===== src/rtl/hazard_track_unit_pkg.sv =====
// Shared definitions for the decode-stage hazard tracker: default register width,
// FSM encoding and the empty-slot flag constant.
package hazard_track_unit_pkg;

  localparam int REG_W_DEFAULT = 3;

  localparam logic [0:0] ST_RUN   = 1'b0;
  localparam logic [0:0] ST_FLUSH = 1'b1;

  typedef struct packed {
    logic vld;
    logic m2r;
  } slot_flags_t;

  localparam slot_flags_t SLOT_FLAGS_EMPTY = '{vld: 1'b0, m2r: 1'b0};

endpackage


===== src/rtl/hazard_track_unit_dst_slot_reg.sv =====
// One shadow-pipeline slot {num, vld, m2r}; clear has priority over load.
module dst_slot_reg
  import hazard_track_unit_pkg::*;
#(
  parameter int REG_W = REG_W_DEFAULT
) (
  input  logic             clk,
  input  logic             rst,
  input  logic             load,
  input  logic             clear,
  input  logic [REG_W-1:0] d_num,
  input  slot_flags_t      d_flags,
  output logic [REG_W-1:0] q_num,
  output slot_flags_t      q_flags
);

  always_ff @(posedge clk) begin
    if (rst || clear) begin
      q_num   <= '0;
      q_flags <= SLOT_FLAGS_EMPTY;
    end else if (load) begin
      q_num   <= d_num;
      q_flags <= d_flags;
    end
  end

endmodule


===== src/rtl/hazard_track_unit.sv =====
// Decode-stage load-use stall and branch-flush sequencer with EX/MEM shadow slots.
// Optional build macro HAZARD_PERF_CNT_EN adds saturating stall/flush event counters.
module hazard_track_unit
  import hazard_track_unit_pkg::*;
#(
  parameter int REG_W        = REG_W_DEFAULT,
  parameter int FLUSH_CYCLES = 2
) (
  input  logic             clk,
  input  logic             rst,
  input  logic             id_valid,
  input  logic [REG_W-1:0] id_src1,
  input  logic [REG_W-1:0] id_src2,
  input  logic             id_src1_used,
  input  logic             id_src2_used,
  input  logic [REG_W-1:0] id_dst,
  input  logic             id_dst_wr,
  input  logic             id_m2r,
  input  logic             ex_flush_req,
  output logic             stall_pc,
  output logic             stall_ifid,
  output logic             bubble_idex,
  output logic             flush_ifid,
`ifdef HAZARD_PERF_CNT_EN
  output logic [15:0]      stall_cnt,
  output logic [15:0]      flush_cnt,
`endif
  output logic [REG_W-1:0] ex_dst_num,
  output logic             ex_dst_vld,
  output logic             ex_m2r,
  output logic [REG_W-1:0] mem_dst_num,
  output logic             mem_dst_vld,
  output logic             mem_m2r
);

  logic [0:0]  state;
  logic [2:0]  flush_left;
  logic        hazard;
  logic        flush_active;
  logic        stall;
  logic        ex_empty;
  slot_flags_t id_flags;
  slot_flags_t ex_flags;
  slot_flags_t mem_flags;

  always_comb begin
    hazard       = id_valid && ex_flags.vld && ex_flags.m2r &&
                   (((ex_dst_num == id_src1) && id_src1_used) ||
                    ((ex_dst_num == id_src2) && id_src2_used));
    flush_active = ex_flush_req || (state == ST_FLUSH);
    // A flush (request or in progress) overrides any stall so the PC can redirect.
    stall        = !rst && hazard && !flush_active;
    ex_empty     = flush_active || hazard;
    id_flags.vld = id_dst_wr && id_valid;
    id_flags.m2r = id_m2r && id_valid;
    stall_pc     = stall;
    stall_ifid   = stall;
    flush_ifid   = !rst && flush_active;
    bubble_idex  = stall || (!rst && flush_active);
  end

  always_ff @(posedge clk) begin
    if (rst) begin
      state      <= ST_RUN;
      flush_left <= 3'd0;
    end else if (ex_flush_req) begin
      state      <= ST_FLUSH;
      flush_left <= 3'(FLUSH_CYCLES - 1);
    end else if (state == ST_FLUSH) begin
      if (flush_left == 3'd0) begin
        state <= ST_RUN;
      end else begin
        flush_left <= flush_left - 3'd1;
      end
    end
  end

  dst_slot_reg #(.REG_W(REG_W)) u_ex_slot (
    .clk     (clk),
    .rst     (rst),
    .load    (1'b1),
    .clear   (ex_empty),
    .d_num   (id_dst),
    .d_flags (id_flags),
    .q_num   (ex_dst_num),
    .q_flags (ex_flags)
  );

  dst_slot_reg #(.REG_W(REG_W)) u_mem_slot (
    .clk     (clk),
    .rst     (rst),
    .load    (1'b1),
    .clear   (1'b0),
    .d_num   (ex_dst_num),
    .d_flags (ex_flags),
    .q_num   (mem_dst_num),
    .q_flags (mem_flags)
  );

  assign ex_dst_vld  = ex_flags.vld;
  assign ex_m2r      = ex_flags.m2r;
  assign mem_dst_vld = mem_flags.vld;
  assign mem_m2r     = mem_flags.m2r;

`ifdef HAZARD_PERF_CNT_EN
  always_ff @(posedge clk) begin
    if (rst) begin
      stall_cnt <= 16'd0;
      flush_cnt <= 16'd0;
    end else begin
      if (stall_ifid && (stall_cnt != 16'hFFFF)) begin
        stall_cnt <= stall_cnt + 16'd1;
      end
      if (ex_flush_req && (flush_cnt != 16'hFFFF)) begin
        flush_cnt <= flush_cnt + 16'd1;
      end
    end
  end
`endif

endmodule


===== config.mk =====
export PLATFORM = sky130hd
export DESIGN_NAME = hazard_track_unit
export DESIGN_NICKNAME = d
export VERILOG_FILES = /design/src/rtl/hazard_track_unit_pkg.sv /design/src/rtl/hazard_track_unit_dst_slot_reg.sv /design/src/rtl/hazard_track_unit.sv
export SDC_FILE = /design/constraint.sdc
export NUM_CORES = 1
export LEC_CHECK = 0
export CAP_MARGIN = 5
export CORE_ASPECT_RATIO = 1.5
export CORE_MARGIN = 10
export CORE_UTILIZATION = 30
export CTS_BUF_LIST = sky130_fd_sc_hd__clkbuf_4 sky130_fd_sc_hd__clkbuf_8
export DETAILED_ROUTE_END_ITERATION = 7
export MAX_ROUTING_LAYER = met4
export PLACE_DENSITY = 0.63
export SLEW_MARGIN = 20
export SYNTH_ARGS = -nofsm -noshare
export SYNTH_HDL_FRONTEND = slang
export SYNTH_SLANG_ARGS = --single-unit

===== constraint.sdc =====
create_clock -name clk -period 1.2 [get_ports clk]
set_input_delay 0.24 -clock clk [delete_from_list [all_inputs] [get_ports clk]]
set_output_delay 0.24 -clock clk [all_outputs]
set_load 0.05 [all_outputs]

-- After elaboration in Yosys (flattened, before gate mapping)
Index checks and enable logic that the tools add are counted.
- bits in registers: 14
- input bits: 17
- logic and storage cells: 42
- $add $sub $neg: 1
- equality and inequality tests: 3
- multiplexer cells: 6
- bitwise operators: 1
- reduce and logical (&&, ||, !) cells: 22
- operators with widths (operator ; count):
    logical AND 1 bit ; 10
    equality test 3 bit ; 2
    2-to-1 mux 1 bit ; 6
    logical OR 1 bit ; 5
    AND reduction 2 bit ; 2
    zero test 3 bit ; 1
    subtractor 3 x 1 -> 3 bit (second input constant) ; 1
    zero test 1 bit ; 2
    inequality test 2 bit (second input constant) ; 1
    nonzero test 2 bit ; 1
    OR reduction 2 bit ; 1
    inverter 1 bit ; 1

-- Longest topological paths before layout
Gate-level depths: netlist of run 1.
- depth after elaboration: 7
- mapped depth: 6

-- Cells and area by module
From an unflattened synthesis of run 1, not the netlist that was laid out.
- cell total of the unflattened synthesis: 72
- area, all modules: 721.9 um^2
- modules (own cells, without submodules) (module ; instances ; cells an instance ; area each (um^2)):
    dst_slot_reg ; 2 ; 16 ; 186.4
    hazard_track_unit ; 1 ; 40 ; 349.1

-- Least setup slack after synthesis of run 1
OpenSTA, ideal clock, no wires.
- path type: reg2out
- start: register u_ex_slot.q_num[1]
- end: output port bubble_idex
- arrival time: 2049 ps
- required time: 960 ps
- slack: -1089 ps
- stages on the path, launching flop included: 5
- path buffers: 0
- cell sequence: dfxtp_1 > xnor2_1 > nand4_1 > a21oi_2 > or2_1
- word-level cells in the longest chain between the ends: 7
- elaborated cells between the ends (all ways): 9
- classes of those cells: eq/ne (2); reduce/logical (7)
- ends and longest elaborated chain (element ; RTL line ; RTL):
    start: declaration ; hazard_track_unit_dst_slot_reg.sv:13 ; output logic [REG_W-1:0] q_num,
    start signal: assignment ; hazard_track_unit_dst_slot_reg.sv:22 ; q_num <= d_num;
    equality test 3 bit (on tied branches) ; hazard_track_unit.sv:48, hazard_track_unit.sv:49 ;
    logical AND 1 bit (on tied branches) ; hazard_track_unit.sv:48, hazard_track_unit.sv:49 ;
    logical OR 1 bit * ; hazard_track_unit.sv:48 ; (((ex_dst_num == id_src1) && id_src1_used) ||
    logical AND 1 bit * ; hazard_track_unit.sv:47 ; hazard = id_valid && ex_flags.vld && ex_flags.m2r &&
    logical AND 1 bit * (2 in series) ; hazard_track_unit.sv:52 ; stall = !rst && hazard && !flush_active;
    net stall_ifid ; hazard_track_unit.sv:21 ; output logic stall_ifid,
    logical OR 1 bit * ; hazard_track_unit.sv:59 ; bubble_idex = stall || (!rst && flush_active);
    end: declaration ; hazard_track_unit.sv:22 ; output logic bubble_idex,
Mark *: on every way through the listed nets, which the timed path passes. The rest lies on a longest branch.

-- Worst setup path after layout of run 1
- start: register u_ex_slot.q_num[2]
- end: output port bubble_idex
- word-level cells in the longest chain between the ends: 7
- elaborated cells between the ends (all ways): 9
- classes of those cells: eq/ne (2); reduce/logical (7)
- ends and longest elaborated chain (element ; RTL line):
    equality test 3 bit (on tied branches) ; hazard_track_unit.sv:48, hazard_track_unit.sv:49
    logical AND 1 bit (on tied branches) ; hazard_track_unit.sv:48, hazard_track_unit.sv:49
    logical OR 1 bit * ; hazard_track_unit.sv:48
    logical AND 1 bit * ; hazard_track_unit.sv:47
    logical AND 1 bit * (2 in series) ; hazard_track_unit.sv:52
    logical OR 1 bit * ; hazard_track_unit.sv:59
Mark *: on every way between the ends. The rest lies on a longest branch, timed or not.

==> flow_summary.yaml, run 1 <==
status:
  outcome: "complete, but fails checks"
  violations: "setup timing"
place:
  post_dp_cell_area_um2: 1220
  pre_cts_ws_ns: -0.593
  gp_congestion: 0.785
  hpwl_um: 1550
  port_buffers: 30
detailed_routing:
  routedWlPerCell_um: 14.9
  dr.pass1.iters: 4
  remaining_drc_errors: 0
  totalWireLength_um: 2020
  antenna_left: 0
  drt_iter0_drc: 3
  via_count: 617
  via_per_inst: 4.54
cells_and_area:
  antenna_cells: 0
  nets: 135
  stdcell_area_um2: 1350
  layout-drive-gt1-share_pct: 54.8
  final.fill_count: 137
  syn_to_final_growth_pct: 122
  fin_util_pct: 71.9
synth:
  synth_area_um2: 608
  ys_top_cells_by_count: "14 x dfxtp_1, 7 x nor2_1, 7 x xnor2_1, 5 x nor2b_1, 4 x inv_1"
  synth.largest_area_cell: "dfxtp_1"
  syn_inst: 62
  post-synth-top-count-cell: "dfxtp_1"
  synth_top_area_share_pct: 46.1
  synth_cell_type_count: 22
  synth_nets: 81
  ys_seq_area_share_pct: 46.1
  synth.avg_cell_area_um2: 9.81
  ys_seq_elements: 14
  synth-main-ff-cell: "dfxtp_1"
  async_flop_share_pct: 0
  synth_edf_count: 0
  synth.area.top_cells: "dfxtp_1 46%, xnor2_1 10%, nor2b_1 5.1%, nor2_1 4.3%, ha_1 4.1%"
  yosys_warnings: 0
setup_path:
  cp_max_fo: 3
  worstPathRequired_ns: 0.96
  worst_r2r_endpoint: "u_ex_slot.q_flags[1]"
  reg2reg_depth: 6
  reg2reg_slack_ns: -0.16
  arrival_ns: 1.53
  setup.worst_path.class: "reg2out"
  timing.rr.start: "u_ex_slot.q_num[0]"
  end_kind: "output pin"
  start_kind: "flop"
sta:
  slew_viol_final: 0
  timing.fmax_mhz: 565
  hold_violations: 0
  slew_headroom_pct: 85.7
  worst_slack_ns: -0.571
  fin_skew_ns: 0.00463
  tightest_slew_ns: 0.214
  rsz0062_at_grt: "true"
  timing.final.crit_share_pct: 148
  layout_min_cycle_time_ns: 1.77
  finalSetupTns_ns: -2.70
  setup_violations: 9
floorplanning:
  die-width_um: 56.8
  rows: 19
  die_y_um: 75.1
  initial_core_util_pct: 32.4
  ioPinCount: 31
  die_area_um2: 4260
  fp.coreArea_um2: 1880
clock_tree:
  cts_hold_buf: 0
  clock_latency_ns: 0.28
  clock-sinks: 14
  clock_path_buffers: 2
  cts_max_level: 1
  cts.clk_slew.worst_paths_ns: 0.08
  cts-root-buf: "clkbuf_4"
  cts_tree: "yes"
  cts_buffers: 3
global_route:
  grt_pass1_vias: 692
  antenna_found_initial: 0
  grt_pass1_wl_um: 3260
  grtUsageTotal_pct: 10.2
  grt_max_degree: 11
  grt_overflow: 0
power:
  total_power_mw: 1.15
  p_leak_nw: 0.568
  peakVddDrop_uv: 678
  p_per_area_nw_per_um2: 851
run:
  max-cap-violations: 0
min_path:
  holdPathStages: 3
  holdCritStartpoint: "id_dst[1]"
  hold_class: "in2reg"
  hold_end: "u_ex_slot.q_num[1]"
==> metrics by stage <==
step,hold WS (ns),instances
after floorplan,0.310,62
after global placement,0.575,129
after detailed placement,0.582,129
after CTS,0.460,136
after global routing,0.474,136
final,0.468,136
==> logic make-up (layout without fill, tap and decap cells) <==
family,count (synthesis),count (layout),share of synthesized area (%)
compound gates,6,6,7.20
xor+xnor,8,8,11.5
simple gates,25,25,24.1
buf+inv,6,59,4.53
fa+ha+maj,2,2,4.11
mux,1,1,2.47
flops,14,14,46.1
==> flip-flops by register name (all words and copies together) (netlist names) <==
| name | flops |
|---|---|
| u_ex_slot.q_num | 3 |
| u_mem_slot.q_flags | 2 |
| u_mem_slot.q_num | 3 |
| state | 1 |
| u_ex_slot.q_flags | 2 |
| flush_left | 3 |
==> where the power goes <==
part           leakage [nW]  internal, mW  switching (mW)  total (mW)
clock network        0.0210         0.185           0.157       0.342
logic                 0.429         0.177           0.139       0.315
registers             0.118         0.476          0.0152       0.491
==> layout by cell type, fill, tap and decap left out, drive strengths merged <==
master	netlist	final
or2	1	1
clkdlybuf4s50	0	8
inv	4	4
nor2b	5	5
clkbuf	0	4
xnor2	7	7
nor2	7	7
dlygate4sd2	0	8
a21oi	4	4
ha	2	2
o21ai	1	1
mux2	1	1
dfxtp	14	14
nand4	3	3
nand3	3	3
nor3	3	3
o211ai	1	1
nand2	3	3
buf	2	35
xor2	1	1
==> worst max-delay path, cell delays in order, from the launching register on <==
cell and delay, ns:
dfxtp_4 0.37, xnor2_2 0.15, nand4_1 0.22, a21oi_4 0.23, or2_4 0.15, buf_12 0.13
==> metal layers <==
metal / vias to the layer above / global-route usage, % / routed length [um]
li1: 310 / - / -
met1: 290 / 8.33 / 659
met2: 15 / 20.5 / 1230
met3: 2 / 2.19 / 106
met4: 0 / 5.50 / 28
met5: - / - / 0
==> worst max-delay path by stage <==
| stage | startpoint | to | slack [ns] | depth (start not counted) |
|---|---|---|---|---|
| 6_report | u_ex_slot.q_num[2] | bubble_idex | -0.57 | 5 |
| 5_1_grt | u_ex_slot.q_num[2] | bubble_idex | -0.63 | 5 |
| 4_1_cts | u_ex_slot.q_num[2] | bubble_idex | -0.53 | 5 |
| 3_5_place_dp | rst | stall_pc | -0.59 | 6 |
| 3_3_place_gp | rst | stall_pc | -0.55 | 6 |
| 2_1_floorplan | u_ex_slot.q_num[0] | bubble_idex | -0.51 | 4 |
==> final cells by class <==
class | count | area (um^2) | share of cell area (%)
Inverter | 4 | 15.0 | 1.11
Sequential cell | 14 | 299 | 22.2
Timing Repair Buffer | 51 | 603 | 44.7
Clock buffer | 4 | 36.3 | 2.69
Multi-Input combinational cell | 42 | 370 | 27.4
Tap cell | 21 | 26.3 | 1.95
==> what timing repair did <==
item | 4_1_cts | 5_1_grt
setup buffers | 3 | 0
setup endpoints to repair | 10 | 13
pin swaps | 13 | 6
endpoints found under the hold margin | 0 | 0
resized for setup | 23 | 4
(Power assumes the default switching activity.)
==> run 2: changes to the inputs <==
--- a/config.mk
+++ b/config.mk
@@ -13,6 +13,7 @@
 export DETAILED_ROUTE_END_ITERATION = 7
 export MAX_ROUTING_LAYER = met4
 export PLACE_DENSITY = 0.63
+export REMOVE_ABC_BUFFERS = 1
 export SLEW_MARGIN = 20
 export SYNTH_ARGS = -nofsm -noshare
 export SYNTH_HDL_FRONTEND = slang
==> flow_summary.yaml, run 2 (synthesis results as in run 1) <==
cells_and_area:
  syn_to_final_growth_pct: 114
  layout_common_cells: "15 x buf_4, 14 x buf_12, 8 x dfxtp_1, 8 x dlygate4sd2_1, 8 x clkdlybuf4s50_1"
  mostFrequentLayoutCell: "buf_4"
  final.fill_count: 150
  nets: 132
  antenna_cells: 0
  stdcell_count: 132
  top_regs: "flush_left: 3 flops, u_ex_slot.q_num: 3 flops, u_mem_slot.q_num: 3 flops"
  fin_util_pct: 69.3
  layout-drive-gt1-share_pct: 52.3
  register_area_um2: 293
  multiInputGateArea_um2: 368
setup_path:
  end_kind: "output pin"
  cp_max_fo: 3
  start_kind: "flop"
  worstPathRequired_ns: 0.96
  reg2reg_depth: 6
  setup.worst_path.class: "reg2out"
  arrival_ns: 1.46
  endpoint: "bubble_idex"
  worst_r2r_endpoint: "u_ex_slot.q_flags[1]"
  reg2reg_slack_ns: -0.09
  timing.rr.start: "u_ex_slot.q_num[0]"
  startpoint: "u_ex_slot.q_num[0]"
detailed_routing:
  dr.pass1.iters: 2
  routedWlPerCell_um: 14.0
  remaining_drc_errors: 0
  antenna_left: 0
  via_per_inst: 4.58
  totalWireLength_um: 1850
  via_count: 604
  drt_iter0_drc: 18
sta:
  timing.fmax_mhz: 587
  fin_skew_ns: 0.00275
  setup_violations: 9
  whs_ns: 0.454
  finalSetupTns_ns: -2.09
  hold_violations: 0
  slew_headroom_pct: 87.6
  rsz0062_at_grt: "true"
  worst_slack_ns: -0.502
  timing.final.crit_share_pct: 142
  tightest_slew_ns: 0.186
  slew_viol_final: 0
  layout_min_cycle_time_ns: 1.70
floorplanning:
  die-width_um: 56.8
  initial_core_util_pct: 32.4
  die_area_um2: 4260
  fp.coreArea_um2: 1880
  rows: 19
  ioPinCount: 31
  die_y_um: 75.1
clock_tree:
  cts_tree: "yes"
  cts-root-buf: "clkbuf_4"
  clock_path_buffers: 2
  cts_hold_buf: 0
  cts.clk_slew.worst_paths_ns: 0.08
  cts_buffers: 3
  clock-sinks: 14
  clock_latency_ns: 0.28
  cts_max_level: 1
place:
  gp_congestion: 0.765
  dp.cells: 127
  port_buffers: 30
run:
  max-cap-violations: 0
global_route:
  grtUsageTotal_pct: 9.29
  grt_max_degree: 11
  grt_pass1_vias: 625
  antenna_found_initial: 0
  grt_pass1_wl_um: 2990
  grt_overflow: 0
power:
  total_power_mw: 1.06
  peakVddDrop_uv: 590
  p_leak_nw: 0.547
  p_per_area_nw_per_um2: 818
status:
  outcome: "complete, but fails checks"
  violations: "setup timing"
min_path:
  hold_class: "in2reg"
run 2: worst max-delay path, stage by stage, from the launching register on:
cell	delay, ns
dfxtp_2	0.38
xnor2_2	0.12
nand4_2	0.15
a21oi_2	0.21
or2_1	0.17
buf_12	0.14
run 2: how the worst min path moves through the flow:
stage,end,cells past startpoint,startpoint
5_1_grt,flush_left[1],3,ex_flush_req
3_5_place_dp,u_mem_slot.q_num[1],1,u_ex_slot.q_num[1]
4_1_cts,u_ex_slot.q_num[2],3,id_dst[2]
2_1_floorplan,flush_left[1],1,rst
3_3_place_gp,u_mem_slot.q_num[1],1,u_ex_slot.q_num[1]
6_report,flush_left[1],3,ex_flush_req
run 2: power by group:
part,total (mW),internal (mW),switching (mW)
sequential,0.494,0.478,0.0157
clock,0.267,0.117,0.150
combinational,0.303,0.171,0.132
total,1.06,0.766,0.298
run 2: repair_timing:
item / in CTS / in global routing
gates resized for setup: 22 / 10
pin swaps: 15 / 11
endpoints found under the setup margin: 13 / 13
buffers inserted: 1 / 2
run 2: layout make-up:
class / count / share of cell area (%)
inverters: 4 / 1.15
flip-flops and latches: 14 / 22.5
clock buffers: 3 / 1.73
well taps: 21 / 2.02
repair buffers: 48 / 44.3
multi-input cells: 42 / 28.3
run 2: stage by stage:
| stage | setup WS (ns) | cell area, um^2 |
|---|---|---|
| 6_report | -0.502 | 1300 |
| 4_1_cts | -0.486 | 1230 |
| 3_3_place_gp | -0.580 | 1180 |
| 3_5_place_dp | -0.570 | 1180 |
| 5_1_grt | -0.574 | 1300 |
| 2_1_floorplan | -1.50 | 596 |
run 2: layer usage:
metal	GRT usage, %	vias to the layer above	part of all wire (%)
li1	-	302	-
met3	1.18	5	3.6
met5	-	-	0
met2	15.8	16	53
met1	9.08	281	39
met4	8.64	0	3.7
